### src/rtl/light_sched_pkg.sv
// Shared definitions for the key-light scheduler: rest codes, requester IDs,
// scheduler state encoding and a code classification helper.
// Optional feature macro used by this codebase: LIGHT_SCHED_CHASE_EN.
package light_sched_pkg;

    // Note codes that mean "rest": accepted, but they drive no light.
    localparam logic [7:0] REST_CODE_LO = 8'd0;
    localparam logic [7:0] REST_CODE_HI = 8'd99;

    // Requester identity, also the encoding of oGrant.
    typedef enum logic {
        REQ_KEY  = 1'b0,
        REQ_PLAY = 1'b1
    } req_id_t;

    // Scheduler state. ST_CHASE is only reachable when the chase pattern is built in.
    typedef enum logic [1:0] {
        ST_IDLE   = 2'd0,
        ST_ACTIVE = 2'd1,
        ST_CHASE  = 2'd2
    } sched_state_t;

    function automatic logic is_rest(input logic [7:0] code);
        return (code == REST_CODE_LO) || (code == REST_CODE_HI);
    endfunction

endpackage

### src/rtl/light_scheduler_if.sv
// Note handshake bundle between the two note sources (keyboard, autoplay)
// and the light scheduler.
//
// Handshake: a transfer completes on a rising edge where valid and ready are
// both high. A source raises valid with a stable note and keeps both unchanged
// until that edge. Ready is combinational from both valids and the arbitration
// pointer; at most one ready is high in any cycle, and both are low in reset.
interface light_scheduler_if;
    logic [7:0] iKeyNote;
    logic       iKeyValid;
    logic       oKeyReady;
    logic [7:0] iPlayNote;
    logic       iPlayValid;
    logic       oPlayReady;

    modport master (
        output iKeyNote, iKeyValid, iPlayNote, iPlayValid,
        input  oKeyReady, oPlayReady
    );

    modport slave (
        input  iKeyNote, iKeyValid, iPlayNote, iPlayValid,
        output oKeyReady, oPlayReady
    );
endinterface

### src/rtl/light_hold_timer.sv
// Per-light hold timer: a load sets the count to HOLD_CYCLES, the count then
// falls by one per cycle and the light is on while the count is nonzero.
// A load in the final on-cycle reloads without a gap.
module light_hold_timer #(
    parameter int HOLD_CYCLES = 24
) (
    input  logic iClk,
    input  logic iReset_n,
    input  logic load_i,
    output logic on_o,
    output logic busy_next_o
);

    localparam int CNT_W = $clog2(HOLD_CYCLES + 1);

    logic [CNT_W-1:0] count_q;

    // Load takes priority over the countdown so a re-trigger always restarts the hold.
    always_ff @(posedge iClk) begin
        if (!iReset_n) begin
            count_q <= '0;
        end else if (load_i) begin
            count_q <= CNT_W'(HOLD_CYCLES);
        end else if (count_q != '0) begin
            count_q <= count_q - CNT_W'(1);
        end
    end

    assign on_o        = (count_q != '0);
    // Light will still be on next cycle: lets the scheduler pick its next state.
    assign busy_next_o = load_i || (count_q > CNT_W'(1));

endmodule

### src/rtl/light_scheduler.sv
// Key-light scheduler: round-robin arbitration between keyboard and autoplay
// note sources, note-to-light decode, per-light hold timing and state tracking.
// Optional feature macro: LIGHT_SCHED_CHASE_EN adds an idle chase pattern.
module light_scheduler
    import light_sched_pkg::*;
#(
    parameter int NUM_LIGHTS  = 8,
    parameter int HOLD_CYCLES = 24,
    parameter int IDLE_CYCLES = 1000,
    parameter int CHASE_STEP  = 50
) (
    input  logic                  iClk,
    input  logic                  iReset_n,
    light_scheduler_if.slave      bus,
    output logic [NUM_LIGHTS-1:0] oLights,
    output logic                  oGrant,
    output logic                  oDropErr,
    output sched_state_t          oState
);

    if (NUM_LIGHTS < 1 || NUM_LIGHTS > 16 || HOLD_CYCLES < 2 ||
        IDLE_CYCLES < 1 || CHASE_STEP < 1) begin : g_param_check
        $error("light_scheduler: parameter out of range");
    end

    sched_state_t          state_q;
    req_id_t               prio_q;
    req_id_t               grant_q;
    logic                  drop_q;
    logic                  key_ready;
    logic                  play_ready;
    logic                  accept;
    req_id_t               grant_id;
    logic [7:0]            sel_note;
    logic                  code_bad;
    logic [NUM_LIGHTS-1:0] load_vec;
    logic [NUM_LIGHTS-1:0] hold_on;
    logic [NUM_LIGHTS-1:0] busy_next;
    logic                  any_busy_d;

    // Arbitration: a lone requester wins at once; on contention prio_q decides.
    always_comb begin
        key_ready  = iReset_n && bus.iKeyValid  && (!bus.iPlayValid || prio_q == REQ_KEY);
        play_ready = iReset_n && bus.iPlayValid && (!bus.iKeyValid  || prio_q == REQ_PLAY);
        accept     = key_ready || play_ready;
        grant_id   = play_ready ? REQ_PLAY : REQ_KEY;
        sel_note   = play_ready ? bus.iPlayNote : bus.iKeyNote;
    end

    assign bus.oKeyReady  = key_ready;
    assign bus.oPlayReady = play_ready;

    // Decode the accepted note: 1..NUM_LIGHTS loads light code-1, rests are ignored,
    // anything else is an out-of-range drop.
    always_comb begin
        load_vec = '0;
        for (int i = 0; i < NUM_LIGHTS; i++) begin
            load_vec[i] = accept && (sel_note == 8'(i + 1));
        end
        code_bad = accept && !is_rest(sel_note) &&
                   ((sel_note == 8'd0) || (sel_note > 8'(NUM_LIGHTS)));
    end

    for (genvar g = 0; g < NUM_LIGHTS; g++) begin : g_timer
        light_hold_timer #(
            .HOLD_CYCLES (HOLD_CYCLES)
        ) u_timer (
            .iClk        (iClk),
            .iReset_n    (iReset_n),
            .load_i      (load_vec[g]),
            .on_o        (hold_on[g]),
            .busy_next_o (busy_next[g])
        );
    end

    assign any_busy_d = |busy_next;

`ifdef LIGHT_SCHED_CHASE_EN
    localparam int IDLE_W = $clog2(IDLE_CYCLES + 1);
    localparam int STEP_W = $clog2(CHASE_STEP + 1);
    localparam logic [IDLE_W-1:0] IDLE_LAST = IDLE_W'(IDLE_CYCLES - 1);
    localparam logic [STEP_W-1:0] STEP_LAST = STEP_W'(CHASE_STEP - 1);

    logic [IDLE_W-1:0]     idle_cnt_q;
    logic [STEP_W-1:0]     step_cnt_q;
    logic [NUM_LIGHTS-1:0] chase_q;

    // Scheduler FSM with grant/drop outputs and the idle chase counters.
    always_ff @(posedge iClk) begin
        if (!iReset_n) begin
            state_q    <= ST_IDLE;
            prio_q     <= REQ_KEY;
            grant_q    <= REQ_KEY;
            drop_q     <= 1'b0;
            idle_cnt_q <= '0;
            step_cnt_q <= '0;
            chase_q    <= '0;
        end else begin
            drop_q <= code_bad;
            if (accept) begin
                grant_q <= grant_id;
                prio_q  <= (grant_id == REQ_KEY) ? REQ_PLAY : REQ_KEY;
            end
            case (state_q)
                ST_CHASE: begin
                    if (accept) begin
                        chase_q    <= '0;
                        step_cnt_q <= '0;
                        idle_cnt_q <= '0;
                        state_q    <= any_busy_d ? ST_ACTIVE : ST_IDLE;
                    end else if (step_cnt_q == STEP_LAST) begin
                        step_cnt_q <= '0;
                        chase_q    <= (chase_q << 1) | (chase_q >> (NUM_LIGHTS - 1));
                    end else begin
                        step_cnt_q <= step_cnt_q + STEP_W'(1);
                    end
                end
                default: begin
                    state_q <= any_busy_d ? ST_ACTIVE : ST_IDLE;
                    if (state_q == ST_IDLE && !accept) begin
                        if (idle_cnt_q == IDLE_LAST) begin
                            state_q    <= ST_CHASE;
                            chase_q    <= NUM_LIGHTS'(1);
                            idle_cnt_q <= '0;
                            step_cnt_q <= '0;
                        end else begin
                            idle_cnt_q <= idle_cnt_q + IDLE_W'(1);
                        end
                    end else begin
                        idle_cnt_q <= '0;
                    end
                end
            endcase
        end
    end

    assign oLights = hold_on | chase_q;
`else
    // Scheduler FSM with grant/drop outputs.
    always_ff @(posedge iClk) begin
        if (!iReset_n) begin
            state_q <= ST_IDLE;
            prio_q  <= REQ_KEY;
            grant_q <= REQ_KEY;
            drop_q  <= 1'b0;
        end else begin
            drop_q <= code_bad;
            if (accept) begin
                grant_q <= grant_id;
                prio_q  <= (grant_id == REQ_KEY) ? REQ_PLAY : REQ_KEY;
            end
            state_q <= any_busy_d ? ST_ACTIVE : ST_IDLE;
        end
    end

    assign oLights = hold_on;
`endif

    assign oGrant   = grant_q;
    assign oDropErr = drop_q;
    assign oState   = state_q;

endmodule
### src/flat_wrapper.sv
// flat-port wrapper written by rule: the top's interface ports become plain ports
module light_scheduler_flat import light_sched_pkg::*;
#(
    parameter int NUM_LIGHTS  = 8,
    parameter int HOLD_CYCLES = 24,
    parameter int IDLE_CYCLES = 1000,
    parameter int CHASE_STEP  = 50
)
  (iClk, iReset_n, oLights, oGrant, oDropErr, oState, bus_iKeyNote, bus_iKeyValid, bus_iPlayNote, bus_iPlayValid, bus_oKeyReady, bus_oPlayReady);
  light_scheduler_if bus_i ();
  input  logic iClk;
  input  logic iReset_n;
  output logic [NUM_LIGHTS-1:0] oLights;
  output logic oGrant;
  output logic oDropErr;
  output sched_state_t oState;
  input wire logic [$bits(bus_i.iKeyNote)-1:0] bus_iKeyNote;
  input wire logic [$bits(bus_i.iKeyValid)-1:0] bus_iKeyValid;
  input wire logic [$bits(bus_i.iPlayNote)-1:0] bus_iPlayNote;
  input wire logic [$bits(bus_i.iPlayValid)-1:0] bus_iPlayValid;
  output wire logic [$bits(bus_i.oKeyReady)-1:0] bus_oKeyReady;
  output wire logic [$bits(bus_i.oPlayReady)-1:0] bus_oPlayReady;
  assign bus_i.iKeyNote = bus_iKeyNote;
  assign bus_i.iKeyValid = bus_iKeyValid;
  assign bus_i.iPlayNote = bus_iPlayNote;
  assign bus_i.iPlayValid = bus_iPlayValid;
  assign bus_oKeyReady = bus_i.oKeyReady;
  assign bus_oPlayReady = bus_i.oPlayReady;
  light_scheduler #(.NUM_LIGHTS(NUM_LIGHTS), .HOLD_CYCLES(HOLD_CYCLES), .IDLE_CYCLES(IDLE_CYCLES), .CHASE_STEP(CHASE_STEP)) u_core (.iClk(iClk), .iReset_n(iReset_n), .bus(bus_i), .oLights(oLights), .oGrant(oGrant), .oDropErr(oDropErr), .oState(oState));
endmodule
### config.mk
export PLATFORM = sky130hd
export DESIGN_NAME = light_scheduler_flat
export DESIGN_NICKNAME = d
export VERILOG_FILES = /design/src/rtl/light_sched_pkg.sv /design/src/rtl/light_scheduler_if.sv /design/src/rtl/light_hold_timer.sv /design/src/rtl/light_scheduler.sv /design/src/flat_wrapper.sv
export SDC_FILE = /design/constraint.sdc
export NUM_CORES = 1
export LEC_CHECK = 0
export CORE_MARGIN = 2
export CORE_UTILIZATION = 53
export DETAILED_ROUTE_END_ITERATION = 8
export GPL_TIMING_DRIVEN = 1
export HOLD_SLACK_MARGIN = 0.02
export PLACE_DENSITY = 0.85
export SLEW_MARGIN = 10
export SYNTH_ARGS = -nofsm -noshare
export SYNTH_HDL_FRONTEND = slang
export SYNTH_SLANG_ARGS = --single-unit
### constraint.sdc
create_clock -name iClk -period 2.2 [get_ports iClk]
set_input_delay 0.55 -clock iClk [delete_from_list [all_inputs] [get_ports iClk]]
set_output_delay 0.55 -clock iClk [all_outputs]
set_load 0.1 [all_outputs]
After elaboration in Yosys (flattened, before gate mapping)
Cells that the tools add are included.
- add/subtract/negate cells: 8
- $mul: 0
- divide/modulo/power cells: 0
- $lt $le $gt $ge: 9
- equality and inequality tests: 9
- shifts and indexed selects: 0
- mux-type cells: 20
- bitwise operators: 2
- reduce and logical (&&, ||, !) cells: 56
- operator list (cell ; number):
    two-way mux 5 bit ; 16
    > comparator 5 x 1 -> 1 bit, second input constant ; 8
    nonzero test 5 bit ; 8
    subtractor 5 x 1 -> 5 bit, second input constant ; 8
    == test 8 x 3 -> 1 bit, second input constant ; 4
    == test 8 x 2 -> 1 bit, second input constant ; 2
    nonzero test 2 bit ; 8
    OR reduction 2 bit ; 8
    logical AND 1 bit ; 14
    logical OR 1 bit ; 13
    == test 8 x 1 -> 1 bit, second input constant ; 1
    == test 8 x 4 -> 1 bit, second input constant ; 1
    == test 8 x 7 -> 1 bit, second input constant ; 1
    > comparator 8 x 4 -> 1 bit, second input constant ; 1
    logical NOT 8 bit ; 1
    two-way mux 8 bit ; 1
    OR reduction 8 bit ; 1
    logical NOT 1 bit ; 3
    two-way mux 1 bit ; 3
    inverter 1 bit ; 2
- flip-flop bits (word level): 45
- bits in latches: 0
- bits in writable memories: 0
- memory bits (read-only): 0
- bits of input ports: 20
- output and inout port bits: 14
- logic and storage cells: 124
- memories kept: 0

Depth between registers and ports, before layout
Gate-level depths: netlist of the first run.
- depth after elaboration: 9
- depth in mapped cells: 7
- depth with buffers taken out: 7

By module
Synthesis of the first run repeated with hierarchy kept, for this count alone.
- cells, all modules: 293
- area, all modules: 2668.8 µm²
- by module, submodules not included (module ; instances ; cells each ; area each (µm²) ; sequential area each (µm²)):
    light_hold_timer ; 8 ; 29 ; 265.3 ; 100.1
    light_scheduler ; 1 ; 61 ; 546.8 ; 80.1

Worst setup path after synthesis of the first run
No wires, ideal clock.
- path kind: input-to-output
- from: in bus_iPlayValid
- to: out bus_oKeyReady
- arrival: 1421 ps
- data required time: 1650 ps
- path slack: 229 ps
- cell stages on the path: 2
- buffers on the path: 0
- cell sequence: nand2_1 > and3_1
- word-level cells in the longest chain between the ends: 3
- RTL lines (element ; RTL line ; text):
    from (decl) ; flat_wrapper.sv:20 ; input wire logic [$bits(bus_i.iPlayValid)-1:0] bus_iPlayValid;
    logical NOT 1 bit ; light_scheduler.sv:43 ; key_ready = iReset_n && bus.iKeyValid && (!bus.iPlayValid || prio_q == REQ_KEY);
    logical OR 1 bit ; light_scheduler.sv:43 ;
    logical AND 1 bit ; light_scheduler.sv:43 ;
    to (decl) ; flat_wrapper.sv:21 ; output wire logic [$bits(bus_i.oKeyReady)-1:0] bus_oKeyReady;
Every way passes these cells.

Worst setup path after layout of the first run
- from: in bus_iPlayValid
- to: out bus_oPlayReady
- word-level cells in the longest chain between the ends: 2
- RTL lines (element ; RTL line ; text):
    logical AND 1 bit (2 in a row) ; light_scheduler.sv:44 ; play_ready = iReset_n && bus.iPlayValid && (!bus.iKeyValid || prio_q == REQ_PLAY);
    to (decl) ; flat_wrapper.sv:22 ; output wire logic [$bits(bus_i.oPlayReady)-1:0] bus_oPlayReady;
Every way passes these cells.

==> results of run 1 <==
-- layer usage --
metal / global-route usage, % / up-vias / routed length [um]
li1: - / 1190 / -
met1: 28.4 / 1105 / 2710
met2: 41.1 / 28 / 2960
met3: 4.02 / 3 / 158
met4: 4.17 / 0 / 27
met5: 0 / - / 0
-- cells by family after synthesis --
group | Yosys count | share of synthesized area (%)
compound gates | 63 | 15.0
xor+xnor | 20 | 6.61
fa+ha+maj | 24 | 11.3
buf+inv | 32 | 6.37
flops | 44 | 33.2
mux | 7 | 2.79
other cells | 1 | 0.142
simple gates | 129 | 24.5
-- power breakdown --
part,internal [W],switching (W)
combinational,0.00136,0.00220
clock,0.000216,0.000252
sequential,0.00112,0.000301
-- cells in the final DEF (no fill, tap or decap), types with 11 or more instances in the layout --
master and count:
sky130_fd_sc_hd__ha_1 24, sky130_fd_sc_hd__clkdlybuf4s50_1 18, sky130_fd_sc_hd__dfxtp_1 44, sky130_fd_sc_hd__nand2_1 29, sky130_fd_sc_hd__nor2_1 39, sky130_fd_sc_hd__buf_12 11
sky130_fd_sc_hd__xor2_1 12, sky130_fd_sc_hd__buf_4 23, sky130_fd_sc_hd__a21oi_1 31, sky130_fd_sc_hd__inv_1 18, sky130_fd_sc_hd__nor3_1 16
-- final cells by class --
class	instances	area, um^2	share of cell area, %
Multi-Input combinational cell	244	1620	48.8
Tap cell	67	83.8	2.53
Timing Repair Buffer	53	582	17.6
Sequential cell	44	881	26.6
Inverter	19	71.3	2.15
Clock inverter	1	5.00	0.151
Clock buffer	6	72.6	2.19
-- through the flow --
step,power (W),setup WS (ps)
floorplan,0.00407,229
global placement,0.00484,-220
detailed placement,0.00494,-379
CTS,0.00543,18.4
global route,0.00588,-7.43
finish,0.00545,20.9
-- what timing repair did --
action	in CTS	in global routing
resized for setup	3	5
setup buffers	0	0
setup endpoints to repair	5	7
-- worst max-delay path, delay by kind of cell --
family	cells	cell delay, ps
AND/OR/NAND/NOR	1	250
buffers and inverters	3	820
-- flip-flops by register name (all words and copies together) (netlist names) --
name                            count
u_core.oState                       1
u_core.oDropErr                     1
u_core.oGrant                       1
u_core.g_timer.u_timer.count_q     40
u_core.prio_q                       1
-- how the worst max path moves through the flow --
stage                               start                                   end  slack (ps)  cells past startpoint
after floorplan            bus_iPlayValid                         bus_oKeyReady         230                      2
after global placement    bus_iKeyNote[4]  u_core.g_timer[3].u_timer.count_q[1]        -220                      6
after detailed placement  bus_iKeyNote[4]  u_core.g_timer[3].u_timer.count_q[0]        -380                      6
after CTS                  bus_iPlayValid                        bus_oPlayReady          20                      4
after global routing       bus_iPlayValid                        bus_oPlayReady          -7                      4
final                      bus_iPlayValid                        bus_oPlayReady          20                      4
==> results_tabular.tex, run 1 <==
\begin{tabular}{lr}
\hline
Metric & Value \\
\hline
\multicolumn{2}{l}{\textbf{Drt}} \\
Count of antenna-violating nets left after detailed routing & 0 \\
Detailed-route via count & 2326 \\
Sum of routed wire length over all layers & 5850 um \\
WL per Instance & 13.5 um \\
Initial DRC count & 124 \\
Final routed DRC violation total & 0 \\
Vias/cell & 5.36 \\
Router iterations before antenna repair & 4 \\
\multicolumn{2}{l}{\textbf{Logic synthesis}} \\
Number of enable-type register cells in the synthesized netlist & 0 \\
Synth Warn \# & 0 \\
Sequential fraction of the synthesis area & 33.2\% \\
Largest area contributor in the synthesized netlist & sky130\_fd\_sc\_hd\_\_dfxtp\_1 \\
Post-synth top flop & sky130\_fd\_sc\_hd\_\_dfxtp\_1 \\
Most frequent cell after synthesis & sky130\_fd\_sc\_hd\_\_dfxtp\_1 \\
Largest cells by area after synthesis & sky130\_fd\_sc\_hd\_\_dfxtp\_1 33\%, sky130\_fd\_sc\_hd\_\_ha\_1 11\%, sky130\_fd\_sc\_hd\_\_a21oi\_1 5.9\% \\
Net count of the mapped netlist & 364 \\
Area share of the leading cell type in the synthesized netlist & 33.2\% \\
Number of different library cells in the post-synthesis netlist & 45 \\
Most used standard cells in the synthesized netlist & 44 x sky130\_fd\_sc\_hd\_\_dfxtp\_1, 39 x sky130\_fd\_sc\_hd\_\_nor2\_1, 33 x sky130\_fd\_sc\_hd\_\_nand2\_1, 31 x sky130\_fd\_sc\_hd\_\_a21oi\_1, 24 x sky130\_fd\_sc\_hd\_\_ha\_1 \\
Avg Inst Size Synth & 8.28 um\^{}2 \\
Count of state elements after synthesis & 44 \\
Asr flop ratio synth & 0\% \\
Cell area after synthesis & 2650 um\^{}2 \\
Number of instances in the synthesized netlist & 320 \\
\multicolumn{2}{l}{\textbf{Job}} \\
Max-capacitance violation count & 0 \\
\multicolumn{2}{l}{\textbf{Timing}} \\
Final setup vio count & 0 \\
Setup skew after layout & 5.30 ps \\
Minimum period implied by the final worst setup slack & 2180 ps \\
RSZ-0062 raised after global routing & true \\
Worst hold slack across all endpoints & 464 ps \\
Final Max Slew Viols & 0 \\
Number of hold-slack violations in the final timing report & 0 \\
Period Utilization, post-route & 99.1\% \\
Top achievable clock speed & 459 MHz \\
Summed negative setup slack over all endpoints & 0 ps \\
Worst-margin pin slew & 495 ps \\
Remaining max-slew budget at the tightest pin & 66.8\% \\
\multicolumn{2}{l}{\textbf{Worst hold path}} \\
Class of the tightest hold or removal check & flop to flop \\
Hold Path Stages & 2 \\
Destination of the worst hold path & u\_core.oGrant \\
Worst Min Path Start & u\_core.oGrant \\
\multicolumn{2}{l}{\textbf{Setup path}} \\
Slowest-stage cell, CP & sky130\_fd\_sc\_hd\_\_clkdlybuf4s50\_1 \\
Category of the worst setup path launch point & input pin \\
Cells on worst reg2reg path & 5 \\
Highest cell delay on the worst timing path & 510 ps \\
Reg-to-Reg Start & u\_core.g\_timer[6].u\_timer.count\_q[4] \\
Category of the critical setup timing path & input pin to output pin \\
Cell Chain, Critical Path & clkdlybuf4s50\_1 -> and3\_1 -> buf\_4 -> buf\_12 \\
Nature of the critical path endpoint & output pin \\
Data arrival time at the worst-slack endpoint & 1630 ps \\
Worst reg2reg setup slack & 330 ps \\
Worst r2r dst & u\_core.oState[0] \\
Data required time at the worst endpoint & 1650 ps \\
Worst-path maximum fanout & 4 \\
\multicolumn{2}{l}{\textbf{Power}} \\
Worst voltage drop across the vdd grid & 1.27 mV \\
Leakage power & 1.39 nW \\
Power per cell area & 1650 nW/um\^{}2 \\
\multicolumn{2}{l}{\textbf{Clocking}} \\
Clock Sinks & 44 \\
Largest buffer count on any clock path & 2 \\
Cell chosen for the clock root & sky130\_fd\_sc\_hd\_\_clkbuf\_8 \\
Clock buffers created by TritonCTS & 5 \\
Clock slew at reported path FFs & 80 ps \\
Hold-fix buffers at CTS & 0 \\
Clock tree from TritonCTS & built \\
Deepest level of the CTS H-tree & 2 \\
Clock insertion delay at the later pin of the skew report & 290 ps \\
\multicolumn{2}{l}{\textbf{Die}} \\
Height of the chip & 74.7 um \\
Initial Utilization & 55.4\% \\
Placement Rows & 25 \\
Horiz. Die Dim & 74.7 um \\
Area of the die & 5580 um\^{}2 \\
\# IOs & 34 \\
Placeable core region & 4790 um\^{}2 \\
\multicolumn{2}{l}{\textbf{Finish}} \\
Filler Cells Inserted & 399 \\
Util after Layout & 69.2\% \\
Fraction of layout instances using a drive strength above 1 & 15.0\% \\
Fin cells & 434 \\
Area growth from synthesis to layout & 25.0\% \\
Final Instance Area & 3310 um\^{}2 \\
Nets & 411 \\
Total inserted antenna cells & 0 \\
\multicolumn{2}{l}{\textbf{Global routing}} \\
Initial antenna violation count & 0 \\
Pin count of the biggest net entering global routing & 13 \\
Total routing usage reported by global routing & 22.7\% \\
Congestion Overflow GR & 0 \\
Via count of the first global-routing pass & 2271 \\
Global-route wire length before repair & 9890 um \\
\multicolumn{2}{l}{\textbf{Placement}} \\
Post-place instance area & 3220 um\^{}2 \\
Detailed placer's ending HPWL & 4710 um \\
Final GP Congestion & 0.816 \\
Buffers on Ports & 32 \\
Post-placement cell count & 427 \\
\multicolumn{2}{l}{\textbf{Outcome}} \\
Outcome & finished clean \\
\hline
\end{tabular}
Note: power is estimated with default switching activity, not from simulation.
==> inputs of run 2 (changes only) <==
- SLEW_MARGIN: 10 -> 0
==> results of run 2 <==
Final layout, timing and power as in run 1 (identical DEF).
==> inputs of run 3 (changes only) <==
- SETUP_SLACK_MARGIN: default -> 0.3
==> run 3 against run 2 <==
Worst setup slack better by 200 ps. Via count up 14%. Clock-buffer cell count up 1. Register-to-register slack worse by 70 ps. Clock power up 16%. Routed wire length up 40%. Die area unchanged. Cell count up 4.1%. Sequential cell count unchanged. Clock skew up 0.84 ps. Power up 16%. First-iteration DRC count up 67%. Critical path type is now input pin to flop. Critical endpoint is now u_core.oDropErr. Largest cell class unchanged. Largest power group unchanged. Highest routed layer unchanged.
==> results_tabular.tex, run 3 (same netlist as run 1, synthesis figures left out) <==
\begin{tabular}{lr}
\hline
Metric & Value \\
\hline
\multicolumn{2}{l}{\textbf{Outcome}} \\
Outcome & finished clean \\
\multicolumn{2}{l}{\textbf{Drt}} \\
Sum of routed wire length over all layers & 8190 um \\
Detailed-route via count & 2663 \\
Initial DRC count & 207 \\
WL per Instance & 18.1 um \\
Router iterations before antenna repair & 6 \\
Final routed DRC violation total & 0 \\
Count of antenna-violating nets left after detailed routing & 0 \\
Vias/cell & 5.89 \\
\multicolumn{2}{l}{\textbf{Setup path}} \\
Category of the critical setup timing path & input pin to flop \\
Slowest-stage cell, CP & sky130\_fd\_sc\_hd\_\_clkdlybuf4s50\_1 \\
Category of the worst setup path launch point & input pin \\
Data arrival time at the worst-slack endpoint & 2160 ps \\
Data required time at the worst endpoint & 2380 ps \\
Cell Chain, Critical Path & clkdlybuf4s50\_1 -> inv\_1 -> nor4\_2 -> o21ai\_0 -> a22oi\_1 -> a311oi\_1 \\
Nature of the critical path endpoint & flop \\
Highest cell delay on the worst timing path & 600 ps \\
Worst-path maximum fanout & 3 \\
\multicolumn{2}{l}{\textbf{Job}} \\
Max-capacitance violation count & 0 \\
\multicolumn{2}{l}{\textbf{Placement}} \\
Final GP Congestion & 0.833 \\
Post-place setup slack & -320 ps \\
Buffers on Ports & 32 \\
Detailed placer's ending HPWL & 4610 um \\
\multicolumn{2}{l}{\textbf{Finish}} \\
Fraction of layout instances using a drive strength above 1 & 34.5\% \\
Nets & 428 \\
Top register by number of flip-flops & u\_core.g\_timer.u\_timer.count\_q \\
Total inserted antenna cells & 0 \\
Area growth from synthesis to layout & 40.4\% \\
Most frequent cells in the layout & 38 x sky130\_fd\_sc\_hd\_\_nor2\_1, 38 x sky130\_fd\_sc\_hd\_\_buf\_4, 31 x sky130\_fd\_sc\_hd\_\_dfxtp\_1 \\
Flip-flop count of the largest register, all copies and words added & 40 \\
\multicolumn{2}{l}{\textbf{Timing}} \\
RSZ-0062 raised after global routing & true \\
Setup skew after layout & 6.14 ps \\
Top achievable clock speed & 506 MHz \\
Summed negative setup slack over all endpoints & 0 ps \\
Minimum period implied by the final worst setup slack & 1980 ps \\
Least setup slack across all paths after layout & 224 ps \\
Final Max Slew Viols & 0 \\
Final setup vio count & 0 \\
Period Utilization, post-route & 89.8\% \\
Number of hold-slack violations in the final timing report & 0 \\
\multicolumn{2}{l}{\textbf{Die}} \\
Placeable core region & 4790 um\^{}2 \\
\# IOs & 34 \\
Initial Utilization & 55.4\% \\
Height of the chip & 74.7 um \\
Horiz. Die Dim & 74.7 um \\
Placement Rows & 25 \\
Area of the die & 5580 um\^{}2 \\
\multicolumn{2}{l}{\textbf{Clocking}} \\
Deepest level of the CTS H-tree & 2 \\
Largest buffer count on any clock path & 2 \\
Clock slew at reported path FFs & 80 ps \\
Clock buffers created by TritonCTS & 5 \\
Clock insertion delay at the later pin of the skew report & 310 ps \\
Cell chosen for the clock root & sky130\_fd\_sc\_hd\_\_clkbuf\_8 \\
Clock tree from TritonCTS & built \\
Clock Sinks & 44 \\
Hold-fix buffers at CTS & 0 \\
\multicolumn{2}{l}{\textbf{Global routing}} \\
Met2 track demand over resource in global routing & 45.8\% \\
Congestion Overflow GR & 0 \\
Via count of the first global-routing pass & 2482 \\
Met1 layer usage reported by global route & 32.0\% \\
Pin count of the biggest net entering global routing & 14 \\
Global-route wire length before repair & 11300 um \\
Fraction of met3 tracks used by global routing & 5.22\% \\
Initial antenna violation count & 0 \\
Global routing's busiest layer & met2 \\
Total routing usage reported by global routing & 26.4\% \\
\multicolumn{2}{l}{\textbf{Power}} \\
Power per cell area & 1700 nW/um\^{}2 \\
Leakage power & 1.60 nW \\
Worst voltage drop across the vdd grid & 1.22 mV \\
\multicolumn{2}{l}{\textbf{Worst hold path}} \\
Class of the tightest hold or removal check & flop to flop \\
\hline
\end{tabular}
## run 3: critical path: cells and delay by family
| family | cells | cell delay (ps) |
|---|---|---|
| and+or+nand+nor | 1 | 410 |
| AOI/OAI and AO/OA | 3 | 480 |
| buffers and inverters | 2 | 710 |
## run 3: final timing paths
kind / to / startpoint / slack, ps / cells past startpoint
hold / removal: u_core.oGrant / u_core.oGrant / 490 / 2
setup / recovery: u_core.oDropErr / bus_iPlayNote[3] / 220 / 6
hold reg to reg: u_core.oGrant / u_core.oGrant / 490 / 2
setup reg to reg: u_core.oState[0] / u_core.g_timer[5].u_timer.count_q[4] / 260 / 5
## run 3: report_power, final
| part | leakage, nW | internal, W | total (W) | switching (W) |
|---|---|---|---|---|
| sequential | 0.369 | 0.00115 | 0.00151 | 0.000353 |
| combinational | 1.18 | 0.00172 | 0.00426 | 0.00254 |
| clock | 0.0445 | 0.000255 | 0.000545 | 0.000290 |
| total | 1.60 | 0.00313 | 0.00632 | 0.00318 |
## run 3: timing repair
item | 4_1_cts | 5_1_grt
setup endpoints to repair | 51 | 44
pin swaps | 6 | 9
gates cloned | 1 | 0
gates resized for setup | 55 | 50
buffers inserted | 12 | 6
## run 3: metal layers
metal  part of all wire (%)  vias up  wire [um]
met1                     39     1285       3190
met4                    4.0        0        325
met2                     51      110       4210
met3                    5.7       39        463
li1                       -     1229          -
met5                      0        -          0
## run 3: final cells by class
| type | count | area, um^2 |
|---|---|---|
| multi-input cells | 245 | 1850 |
| flip-flops and latches | 44 | 907 |
| repair buffers | 69 | 708 |
| clock buffers | 7 | 86.3 |
| well taps | 67 | 83.8 |
| inverters | 19 | 76.3 |
| clock inverters | 1 | 7.51 |
| fillers | 299 | 1070 |
## run 3: through the flow
stage          util (%)  hold slack (ps)  cell area (um^2)  power [W]  instances
5_1_grt            77.7              535              3720    0.00668        452
3_5_place_dp       67.0              478              3210    0.00494        425
4_1_cts            73.5              491              3520    0.00585        446
3_3_place_gp       67.0              441              3210    0.00484        425
6_report           77.7              485              3720    0.00632        452
2_1_floorplan         -              463              2650    0.00407        320
